### src/rtl/add8_accum.sv
// Frame accumulator behind the 8-bit adder: sums COUNT accepted samples and
// hands each frame total downstream on a valid/ready port with an overflow flag.
module add8_accum #(
    parameter int WIDTH     = 8,
    parameter int ACC_WIDTH = 16,
    parameter int COUNT     = 4,
    parameter int SATURATE  = 0
) (
    input  logic                 CLK,
    input  logic                 ASYNCRESETN,
    input  logic [WIDTH-1:0]     I,
    input  logic                 I_valid,
    output logic                 I_ready,
    input  logic                 CLR,
    output logic [ACC_WIDTH-1:0] O,
    output logic                 O_valid,
    input  logic                 O_ready,
    output logic                 O_ovf
);

    typedef enum logic {ACCUM, EMIT} state_t;

    state_t               state;
    state_t               state_next;
    logic [ACC_WIDTH-1:0] acc;
    logic [7:0]           cnt;
    logic                 ovf;
    logic                 accept;
    logic                 emit;
    logic                 last;
    logic [ACC_WIDTH:0]   add_res;

    // Returns {carry, value}; with saturation the value pins at all-ones and
    // stays there because any further non-zero add carries again.
    function automatic logic [ACC_WIDTH:0] add_sat(input logic [ACC_WIDTH-1:0] a,
                                                   input logic [WIDTH-1:0]     b);
        logic [ACC_WIDTH:0] s;
        s = {1'b0, a} + {{(ACC_WIDTH + 1 - WIDTH){1'b0}}, b};
        if ((SATURATE != 0) && s[ACC_WIDTH]) begin
            return {1'b1, {ACC_WIDTH{1'b1}}};
        end
        return s;
    endfunction

    assign accept  = I_valid & I_ready;
    assign emit    = O_valid & O_ready;
    assign last    = (cnt == 8'(COUNT - 1));
    assign add_res = add_sat(acc, I);

    always_ff @(posedge CLK or negedge ASYNCRESETN) begin
        if (!ASYNCRESETN) begin
            state <= ACCUM;
        end else begin
            state <= state_next;
        end
    end

    always_comb begin
        state_next = state;
        if (CLR) begin
            state_next = ACCUM;
        end else if (accept && last) begin
            state_next = EMIT;
        end else if (emit) begin
            state_next = ACCUM;
        end
    end

    // In EMIT the upstream may only move when the held result is leaving.
    always_comb begin
        I_ready = 1'b1;
        if (state == EMIT) begin
            I_ready = O_ready;
        end
    end

    // acc/cnt/ovf are zero whenever a result is held, so an accept in EMIT
    // naturally starts the next frame from a clean accumulator.
    always_ff @(posedge CLK or negedge ASYNCRESETN) begin
        if (!ASYNCRESETN) begin
            acc     <= '0;
            cnt     <= '0;
            ovf     <= 1'b0;
            O       <= '0;
            O_valid <= 1'b0;
            O_ovf   <= 1'b0;
        end else if (CLR) begin
            acc     <= '0;
            cnt     <= '0;
            ovf     <= 1'b0;
            O_valid <= 1'b0;
        end else begin
            if (emit) begin
                O_valid <= 1'b0;
            end
            if (accept) begin
                if (last) begin
                    O       <= add_res[ACC_WIDTH-1:0];
                    O_ovf   <= ovf | add_res[ACC_WIDTH];
                    O_valid <= 1'b1;
                    acc     <= '0;
                    cnt     <= '0;
                    ovf     <= 1'b0;
                end else begin
                    acc <= add_res[ACC_WIDTH-1:0];
                    cnt <= cnt + 8'd1;
                    ovf <= ovf | add_res[ACC_WIDTH];
                end
            end
        end
    end

endmodule

### config.mk
export PLATFORM = sky130hd
export DESIGN_NAME = add8_accum
export DESIGN_NICKNAME = d
export VERILOG_FILES = /design/src/rtl/add8_accum.sv
export SDC_FILE = /design/constraint.sdc
export NUM_CORES = 1
export LEC_CHECK = 0
export CORE_ASPECT_RATIO = 0.8
export CORE_MARGIN = 1.5
export CORE_UTILIZATION = 54
export DETAILED_ROUTE_END_ITERATION = 16
export PLACE_DENSITY = 0.86
export SLEW_MARGIN = 10
export SYNTH_ARGS = -nofsm -noshare
export SYNTH_HDL_FRONTEND = slang
export SYNTH_SLANG_ARGS = --single-unit
### constraint.sdc
create_clock -name CLK -period 2.7 [get_ports CLK]
set_input_delay 0.54 -clock CLK [delete_from_list [all_inputs] [get_ports CLK]]
set_output_delay 0.54 -clock CLK [all_outputs]
set_load 0.02 [all_outputs]
# == After elaboration in Yosys (flattened, before gate mapping) ==
# Index checks and enable logic that the tools add are counted.
# totals
reg_bits,44
in_bits,13
out_inout_bits,19
# op_classes
add_sub_neg,2
n_eq_ne,1
mux,17
n_bitwise,4
reduce_logical,4
# op_table
cell,count
$mux W16,3
$mux W8,3
$add A16 B8 Y17,1
$mux W1,11
$add A8 B1 Y8 const B,1
$eq A8 B2 Y1 const B,1
$reduce_and A3 Y1,1
$reduce_bool A3 Y1,1
$and A1 B1 Y1,2
$reduce_bool A2 Y1,1
$logic_and A1 B1 Y1,1
$not A1 Y1,1
$or A1 B1 Y1,1

# == Logic depth before layout (Yosys ltp) ==
# Gate-level depths: netlist of run 1.
# depth
depth_word,5
depth_mapped,8

# == Worst setup path before layout of run 1 ==
# OpenSTA, ideal clock, no wires.
# synth_timing
kind,input to register
start,in I[0]
end,reg O[10]
arrival_time_ps,2163
required_ps,2576
slack_ps,413
path_stages,7
path_cell_list,ha_1 fa_1 a211oi_1 o211ai_1 nor2b_1 and4b_1 a211o_1
# synth_between
elab_chain_len,1
# synth_lines
element,line,text
"start, declared",11,"input logic [WIDTH-1:0] I,"
$add A16 B8 Y17,38,"s = {1'b0, a} + {{(ACC_WIDTH + 1 - WIDTH){1'b0}}, b};"
"end signal, assigned",98,O <= add_res[ACC_WIDTH-1:0];
"end, declared",15,"output logic [ACC_WIDTH-1:0] O,"
# Every way passes these cells.
# A chain may end at the register's enable or synchronous reset.

# == Worst setup path in the final report of run 1 ==
# Ends and elaborated chain as after synthesis.

==> results_dict.tcl, run 1 <==
set metrics [dict create \
    power_frac_clock_pct 23.4 \
    outcome "completed" \
    cp.arrival_ns 2.69 \
    place_congestion 0.858 \
    via_count 1876 \
    rsz0062_at_grt "false" \
    grt_antenna_before_repair 0 \
    power_density_nw_per_um2 553 \
    hp-class "in -> async" \
    crit_family "compound AO/OA/AOI/OAI gates" \
    slowest_stage "clkdlybuf4s50_1" \
    p_leak_uw 0.00127 \
    hold_buffers 0 \
    critical_path_class "in -> reg" \
    fp.dieW_um 76.3 \
    maxCapViolCount 0 \
    ys_async_sr_fraction_pct 100 \
    clk_latency_ns 0.29 \
    hold_ws_ns 0.398 \
    synth-main-ff-cell "dfrtp_1" \
    diodes 0 \
    switchingPower_uw 464 \
    drt_first_pass_iters 4 \
    fp.dieArea_um2 4710 \
    critPathLaunchType "input port" \
    ant_nets 0 \
    wl_um 4900 \
    postCtsSetupBuffers 0 \
    nets 290 \
    r2r_cells 7 \
    drt-initial-drc-count 128 \
    max-vdd-ir-drop_mv 0.335 \
    syn-mean-instance-area_um2 10.4 \
    cts_resized 0 \
    root_buffer "clkbuf_8" \
    grt_pass1_vias 1811 \
    max_clock_freq_ghz 0.397 \
    wl_per_cell_um 15.2 \
    path_buf_inv 1 \
    num_rows 21 \
    synth-seq-area-share_pct 47.4 \
    cts_sinks 44 \
    cp-startpoint "I[0]" \
    ys_seq_elements 44 \
    numCtsBuffers 5 \
    coreArea_um2 4150 \
    slowest_delay_ns 0.41 \
    avgViaCountPerCell 5.83 \
    cts_tree "yes" \
    setup_violations 0 \
    clkTransAtPathRegs_ns 0.07 \
    r2r-end "O[10]$_DFFE_PN0P_" \
    worstPathCellList "clkdlybuf4s50_1 > ha_1 > fa_1 > a211oi_1 > o211ai_1 > nor2b_1 > and4b_1 > a211o_1" \
    end_kind "register" \
    fin_skew_ns 0.00629 \
    reg2reg_from "acc[0]$_DFFE_PN0P_" \
    intPower_uw 1100 \
    io_pins 32 \
    grt_use_total_pct 23.0 \
    maxSlewHeadroom_pct 36.1 \
    nFillCells 344 \
    fin_area_um2 2820 \
    yosysWarnings 0 \
    power_frac_seq_pct 49.8 \
    crit_cells 8 \
    synth_edf_count 0 \
    worst_slew_pin_slew_ns 0.958 \
    timing.final.max_slew_violations 0 \
    hold_viol_final 0 \
    synthCells 224 \
    crit_end "O[10]$_DFFE_PN0P_" \
    dpl.hpwl_um 3540 \
    grt_overflow 0 \
    cp.required_ns 2.87 \
    final_common_cell "dfrtp_1" \
    grt_start_max_net_pins 45 \
    htree_levels 2 \
    drive_gt1_share_pct 11.7 \
    grt_pass1_wl_um 8400 \
    final_cell_mix "dfrtp_1, clkdlybuf4s50_1, nand2_1, o21ai_0, buf_4" \
    p_sw_share_pct 29.8 \
    rrSetupSlack_ns 0.47 \
    syn-num-nets 247 \
    finalCritPeriodShare_pct 93.3 \
    setup_tns_ns 0 \
    syn_area_um2 2320 \
    ys_types 46 \
    syn_to_final_growth_pct 21.3 \
    start_util_pct 56.0 \
    post-route-min-period_ns 2.52 \
    drc 0 \
    clockBufferDepth 2 \
    crit_path_max_fanout 5 \
    placed_cell_area_um2 2750 \
    port_buffers 31 \
    fp.dieH_um 61.7 \
    pwr-share-comb_pct 26.9 \
]
-- worst min-delay path by stage --
stage	to	from	depth (start not counted)
4_1_cts	O[14]$_DFFE_PN0P_	ASYNCRESETN	1
2_1_floorplan	O[0]$_DFFE_PN0P_	ASYNCRESETN	0
3_3_place_gp	O[12]$_DFFE_PN0P_	O[12]$_DFFE_PN0P_	2
5_1_grt	O[6]$_DFFE_PN0P_	ASYNCRESETN	1
6_report	O[6]$_DFFE_PN0P_	ASYNCRESETN	1
3_5_place_dp	O[14]$_DFFE_PN0P_	O[14]$_DFFE_PN0P_	2
-- power by group through the flow --
| stage | clock (µW) | combinational (µW) | sequential [µW] |
|---|---|---|---|
| 2_1_floorplan | 0 | 239 | 804 |
| 4_1_cts | 372 | 419 | 775 |
| 5_1_grt | 395 | 462 | 787 |
| 3_5_place_dp | 0 | 417 | 787 |
| 3_3_place_gp | 0 | 404 | 783 |
| 6_report | 364 | 419 | 776 |
-- sequential cells by signal, indices dropped and copies added (netlist names) --
name and cells:
ovf 1, cnt 8, O_valid 1, state 1, acc 16, O 16, O_ovf 1
-- metrics by stage --
step                worst slack, ns  total power, µW  instances  util, %
finish                        0.181             1560        322     67.9
detailed placement           -0.119             1200        317     66.2
global route                0.00927             1640        322     67.9
floorplan                     0.413             1040        224        -
global placement            -0.0452             1190        317     66.2
CTS                           0.182             1570        322     67.9
-- logic make-up (layout without fill, tap and decap cells) --
kind of cell    Yosys count  after routing  share of synthesized area, %
compound gates           77             77                          21.0
simple gates             60             60                          13.8
flops                    44             44                          47.4
xor+xnor                 14             14                          5.28
buf+inv                  13             54                          2.91
fa+ha+maj                10             10                          5.71
mux                       6              6                          3.88
-- routing by layer --
| layer | up-vias | part of all wire (%) | track usage (%) |
|---|---|---|---|
| met5 | - | 0 | 0 |
| met4 | 0 | 2.0 | 7.67 |
| met3 | 11 | 4.3 | 4.15 |
| met2 | 56 | 46 | 40.3 |
| met1 | 910 | 47 | 29.9 |
| li1 | 899 | - | - |
-- Yosys cell counts, types with 4 or more instances --
library cell | instances | share of area [%]
xor2_1 | 7 | 2.6
nor2_1 | 4 | 0.65
o21ai_1 | 7 | 1.5
ha_1 | 9 | 4.8
inv_1 | 5 | 0.81
o21ai_0 | 24 | 5.2
o211ai_1 | 4 | 1.3
dfrtp_1 | 44 | 47
a211oi_1 | 4 | 1.3
a21o_1 | 5 | 1.6
a21oi_1 | 9 | 1.9
xnor2_1 | 7 | 2.6
a22o_1 | 8 | 3.0
nand3_1 | 5 | 1.1
a31oi_1 | 6 | 1.6
and3_1 | 4 | 1.1
nand2_1 | 26 | 4.2
mux2_4 | 6 | 3.9
-- cell type report --
cell class	instances	area [µm²]	area share, %
clock buffers	5	68.8	2.44
multi-input cells	167	1150	41.0
flip-flops and latches	44	1100	39.1
inverters	5	18.8	0.666
repair buffers	44	403	14.3
well taps	57	71.3	2.53
Note: power is estimated with default switching activity, not from simulation.
==> run 2, diff against run 1 <==
Settings changed: CORE_UTILIZATION 54 to 60, DONT_BUFFER_PORTS set to 1, PLACE_DENSITY 0.86 to 0.83.
==> results_dict.tcl, run 2 (synthesis gave the netlist of run 1 again) <==
set metrics [dict create \
    diodes 0 \
    pre_cts_slack_ns 0.229 \
    start_util_pct 61.9 \
    drive_gt1_share_pct 10.4 \
    slowest_stage "fa_1" \
    port_buffers 0 \
    critical_path_class "reg -> reg" \
    hp-class "in -> async" \
    cp.required_ns 2.88 \
    setup_tns_ns 0 \
    num_rows 20 \
    grt_use_total_pct 23.1 \
    outcome "completed" \
    syn_to_final_growth_pct 6.62 \
    postCtsSetupBuffers 0 \
    htree_levels 2 \
    wl_um 4410 \
    via_count 1655 \
    clk_latency_ns 0.30 \
    clkTransAtPathRegs_ns 0.08 \
    dpl.hpwl_um 3100 \
    reg2reg_from "acc[0]$_DFFE_PN0P_" \
    crit_path_max_fanout 7 \
    grt_pass1_wl_um 7450 \
    timing.final.max_slew_violations 0 \
    critPathLaunchType "register" \
    final_common_cell "dfrtp_1" \
    rsz0062_at_grt "false" \
    slowest_delay_ns 0.43 \
    drt-initial-drc-count 110 \
    power_density_nw_per_um2 614 \
    end_kind "register" \
    cp-startpoint "acc[0]$_DFFE_PN0P_" \
    fp.dieH_um 58.7 \
    max_clock_freq_ghz 0.430 \
    hold_buffers 1 \
    grt_start_max_net_pins 45 \
    reg_top3 "O: 16 flops, acc: 16 flops, cnt: 8 flops" \
    maxSlewHeadroom_pct 55.4 \
    cts_tree "yes" \
    fin_skew_ns 0.00663 \
    fp.dieArea_um2 4260 \
    coreArea_um2 3750 \
    clockBufferDepth 2 \
    final_cell_mix "dfrtp_1, nand2_1, o21ai_0, a21oi_1, ha_1" \
    grt_pass1_vias 1604 \
    hold_viol_final 0 \
    cp.arrival_ns 2.50 \
    cts_resized 0 \
    worst_slack_ns 0.376 \
    io_pins 32 \
    p_leak_uw 0.00114 \
    dp_cells 265 \
    root_buffer "clkbuf_8" \
    drc 0 \
    place_congestion 0.862 \
    setup_violations 0 \
    maxCapViolCount 0 \
    grt_overflow 0 \
    path_buf_inv 0 \
    worst_slew_pin_slew_ns 0.667 \
    post-route-min-period_ns 2.32 \
    drt_first_pass_iters 4 \
    fp.dieW_um 72.6 \
    crit_family "compound AO/OA/AOI/OAI gates" \
    max-vdd-ir-drop_mv 0.352 \
    grt_antenna_before_repair 0 \
    final_cells 274 \
    cts_sinks 44 \
    avgViaCountPerCell 6.04 \
    ant_nets 0 \
    wl_per_cell_um 16.1 \
    finalCritPeriodShare_pct 86.1 \
    worstPathCellList "ha_1 > fa_1 > a211oi_1 > o211ai_1 > nor2b_1 > and4b_1 > a211o_1" \
    hold_ws_ns 0.0827 \
    numCtsBuffers 5 \
    nets 252 \
]
run 2: cell count changes in the layout (fill, tap and decap cells not counted):
cell             change
buf_4                -8
buf_2                -1
clkbuf_1             +2
clkbuf_8             +1
buf_12               +1
clkdlybuf4s50_1     -30
run 2: area by class of cell:
cell class              count  area (µm²)
clock buffers               8        90.1
fillers                   298        1280
inverters                   5        18.8
multi-input cells         167        1150
repair buffers              6        57.6
flip-flops and latches     44        1100
well taps                  44        55.1
run 2: routing by layer:
| metal | track usage (%) | share of wire [%] | vias to the layer above |
|---|---|---|---|
| met5 | 0 | 0 | - |
| li1 | - | - | 828 |
| met4 | 7.01 | 1.0 | 0 |
| met2 | 35.0 | 47 | 45 |
| met1 | 31.7 | 46 | 776 |
| met3 | 7.71 | 5.8 | 6 |
run 2: path summary, 6_finish.rpt:
path / end / slack, ns / cells after the start
worst max-delay path: O[10]$_DFFE_PN0P_ / 0.38 / 7
worst min-delay path: O[14]$_DFFE_PN0P_ / 0.08 / 1
worst max register to register: O[10]$_DFFE_PN0P_ / 0.38 / 7
worst min register to register: state$_DFFE_PN0P_ / 0.50 / 2
max in group asynchronous: cnt[0]$_DFFE_PN0P_ / 2.41 / 1
min in group CLK: O_valid$_DFF_PN0_ / 0.41 / 3
run 2: worst reg2reg max path, stage by stage, from the launching register on:
cell and delay (ns):
dfrtp_1 0.38, ha_1 0.22, fa_1 0.43, a211oi_1 0.29, o211ai_1 0.17, nor2b_1 0.25
and4b_1 0.24, a211o_1 0.23
run 2: where the power goes:
part / switching (µW) / internal, µW / leakage, µW
Clock: 212 / 209 / 0.0000455
Sequential: 97.9 / 720 / 0.000603
Combinational: 147 / 136 / 0.000488
Total: 457 / 1060 / 0.00114
run 2: through the flow:
stage	cell area (µm²)	utilization [%]	total power, µW
after floorplan	2320	-	1040
after global placement	2370	63.1	1090
after detailed placement	2370	63.1	1100
after CTS	2480	66.0	1540
after global routing	2480	66.0	1610
final	2480	66.0	1520
==> run 3, diff against run 2 <==
Settings changed: REMOVE_ABC_BUFFERS set to 1.
==> results_dict.tcl, run 3 (synthesis gave the netlist of run 1 again) <==
set metrics [dict create \
    outcome "completed" \
    end_kind "register" \
    multiInputGateArea_um2 1150 \
    root_buffer "clkbuf_8" \
    grt_start_max_net_pins 45 \
    drt_first_pass_iters 4 \
    drt-initial-drc-count 129 \
    final_common_cell "dfrtp_1" \
    max-vdd-ir-drop_mv 0.419 \
    diodes 0 \
    crit_path_max_fanout 7 \
    finalCritPeriodShare_pct 85.6 \
    maxCapViolCount 0 \
    intPower_uw 1130 \
    critical_path_class "reg -> reg" \
    cp.required_ns 2.90 \
    fp.dieH_um 58.7 \
    setup_violations 0 \
    grt_pass1_wl_um 8130 \
    syn_to_final_growth_pct 7.86 \
    wl_um 4730 \
    rsz0062_at_grt "false" \
    grt_use_total_pct 25.6 \
    worstPathCellList "ha_1 > fa_1 > a211oi_1 > o211ai_1 > nor2b_1 > and4b_1 > a211o_1" \
    via_count 1689 \
    cts_tree "yes" \
    critPathLaunchType "register" \
    numCtsBuffers 5 \
    use_met2_pct 39.3 \
    power_frac_clock_pct 31.8 \
    start_util_pct 61.9 \
    crit_family "compound AO/OA/AOI/OAI gates" \
    seqCellArea_um2 1100 \
    clk_latency_ns 0.31 \
    grt_antenna_before_repair 0 \
    fp.dieArea_um2 4260 \
    grt_pass1_vias 1718 \
    fp.dieW_um 72.6 \
    io_pins 32 \
    busiest_layer "met2" \
    ant_nets 0 \
    slowest_delay_ns 0.44 \
    htree_levels 2 \
    place_congestion 0.834 \
    port_buffers 0 \
    coreArea_um2 3750 \
    reg_top3 "O: 16 flops, acc: 16 flops, cnt: 8 flops" \
    postCtsSetupBuffers 0 \
    dpl.hpwl_um 3200 \
    wl_per_cell_um 17.2 \
    cts_sinks 44 \
    power_density_nw_per_um2 648 \
    max_clock_freq_ghz 0.433 \
    dp_cells 265 \
    switchingPower_uw 492 \
    gr-usage-met3_pct 9.08 \
    num_rows 20 \
    nFillCells 295 \
    grtUsageMet1_pct 34.5 \
    fin_skew_ns 0.00527 \
    final_cell_mix "dfrtp_1, nand2_1, o21ai_0, a21oi_1, ha_1" \
    timing.final.max_slew_violations 0 \
    pwr-share-comb_pct 17.7 \
    p_sw_share_pct 30.3 \
    drc 0 \
    cts_resized 0 \
    p_leak_uw 0.00115 \
    maxSlewHeadroom_pct 64.8 \
    hold_viol_final 0 \
    slowest_stage "fa_1" \
    setup_tns_ns 0 \
    avgViaCountPerCell 6.16 \
    clockBufferDepth 2 \
    worst_slew_pin_slew_ns 0.524 \
    post-route-min-period_ns 2.31 \
    cp.arrival_ns 2.51 \
    hp-class "in -> async" \
    nets 252 \
    final_cells 274 \
    clkTransAtPathRegs_ns 0.09 \
    path_buf_inv 0 \
    power_frac_seq_pct 50.5 \
    drive_gt1_share_pct 11.3 \
    grt_overflow 0 \
]
[run 3: cell count changes in the layout (fill, tap and decap cells not counted)]
cell,previous run,this run
buf_12,1,0
buf_16,0,1
bufinv_16,0,1
clkbuf_1,2,0
clkbuf_8,6,5
clkinv_2,0,1
clkinvlp_4,0,1
[run 3: what timing repair did]
| action | CTS | global route |
|---|---|---|
| hold endpoints to repair | 44 | 0 |
| endpoints found under the setup margin | 0 | 0 |
| hold buffers | 1 | 0 |
[run 3: final timing paths]
check                                         from                  to  slack, ns  cells past startpoint
worst max-delay path            acc[0]$_DFFE_PN0P_   O[10]$_DFFE_PN0P_       0.39                      7
worst min-delay path                   ASYNCRESETN    O[1]$_DFFE_PN0P_       0.06                      1
worst max register to register  acc[0]$_DFFE_PN0P_   O[10]$_DFFE_PN0P_       0.39                      7
worst min register to register  acc[7]$_DFFE_PN0P_  acc[7]$_DFFE_PN0P_       0.50                      2
max in group asynchronous              ASYNCRESETN  acc[6]$_DFFE_PN0P_       2.43                      1
min in group CLK                           O_ready   O_valid$_DFF_PN0_       0.37                      3
[run 3: per-layer routing]
layer	wire (µm)	vias to the layer above
met5	0	-
met4	59	0
met3	299	7
met2	2170	44
met1	2200	819
li1	-	819
[run 3: cell type report]
cell class	instances	share of cell area [%]
multi-input combinational	167	46.1
sequential	44	43.9
clock buffer	5	2.75
timing repair buffer	6	2.60
tap	44	2.20
clock inverter	3	1.70
inverter	5	0.749
[run 3: power groups by stage]
| stage | Combinational [µW] | Sequential (µW) | Clock [µW] |
|---|---|---|---|
| 4_1_cts | 285 | 818 | 528 |
| 2_1_floorplan | 221 | 814 | 0 |
| 3_3_place_gp | 260 | 828 | 0 |
| 5_1_grt | 324 | 831 | 549 |
| 3_5_place_dp | 266 | 830 | 0 |
| 6_report | 288 | 819 | 516 |
[run 3: metrics by stage]
stage	hold slack [ns]	power [µW]	utilization (%)	setup slack (ns)	area, µm²
after floorplan	0.244	1030	-	0.413	2270
after global placement	0.246	1090	63.1	0.300	2370
after detailed placement	0.245	1100	63.1	0.263	2370
after CTS	0.0651	1630	66.8	0.406	2510
after global routing	0.0721	1700	66.8	0.222	2510
final	0.0573	1620	66.8	0.390	2510
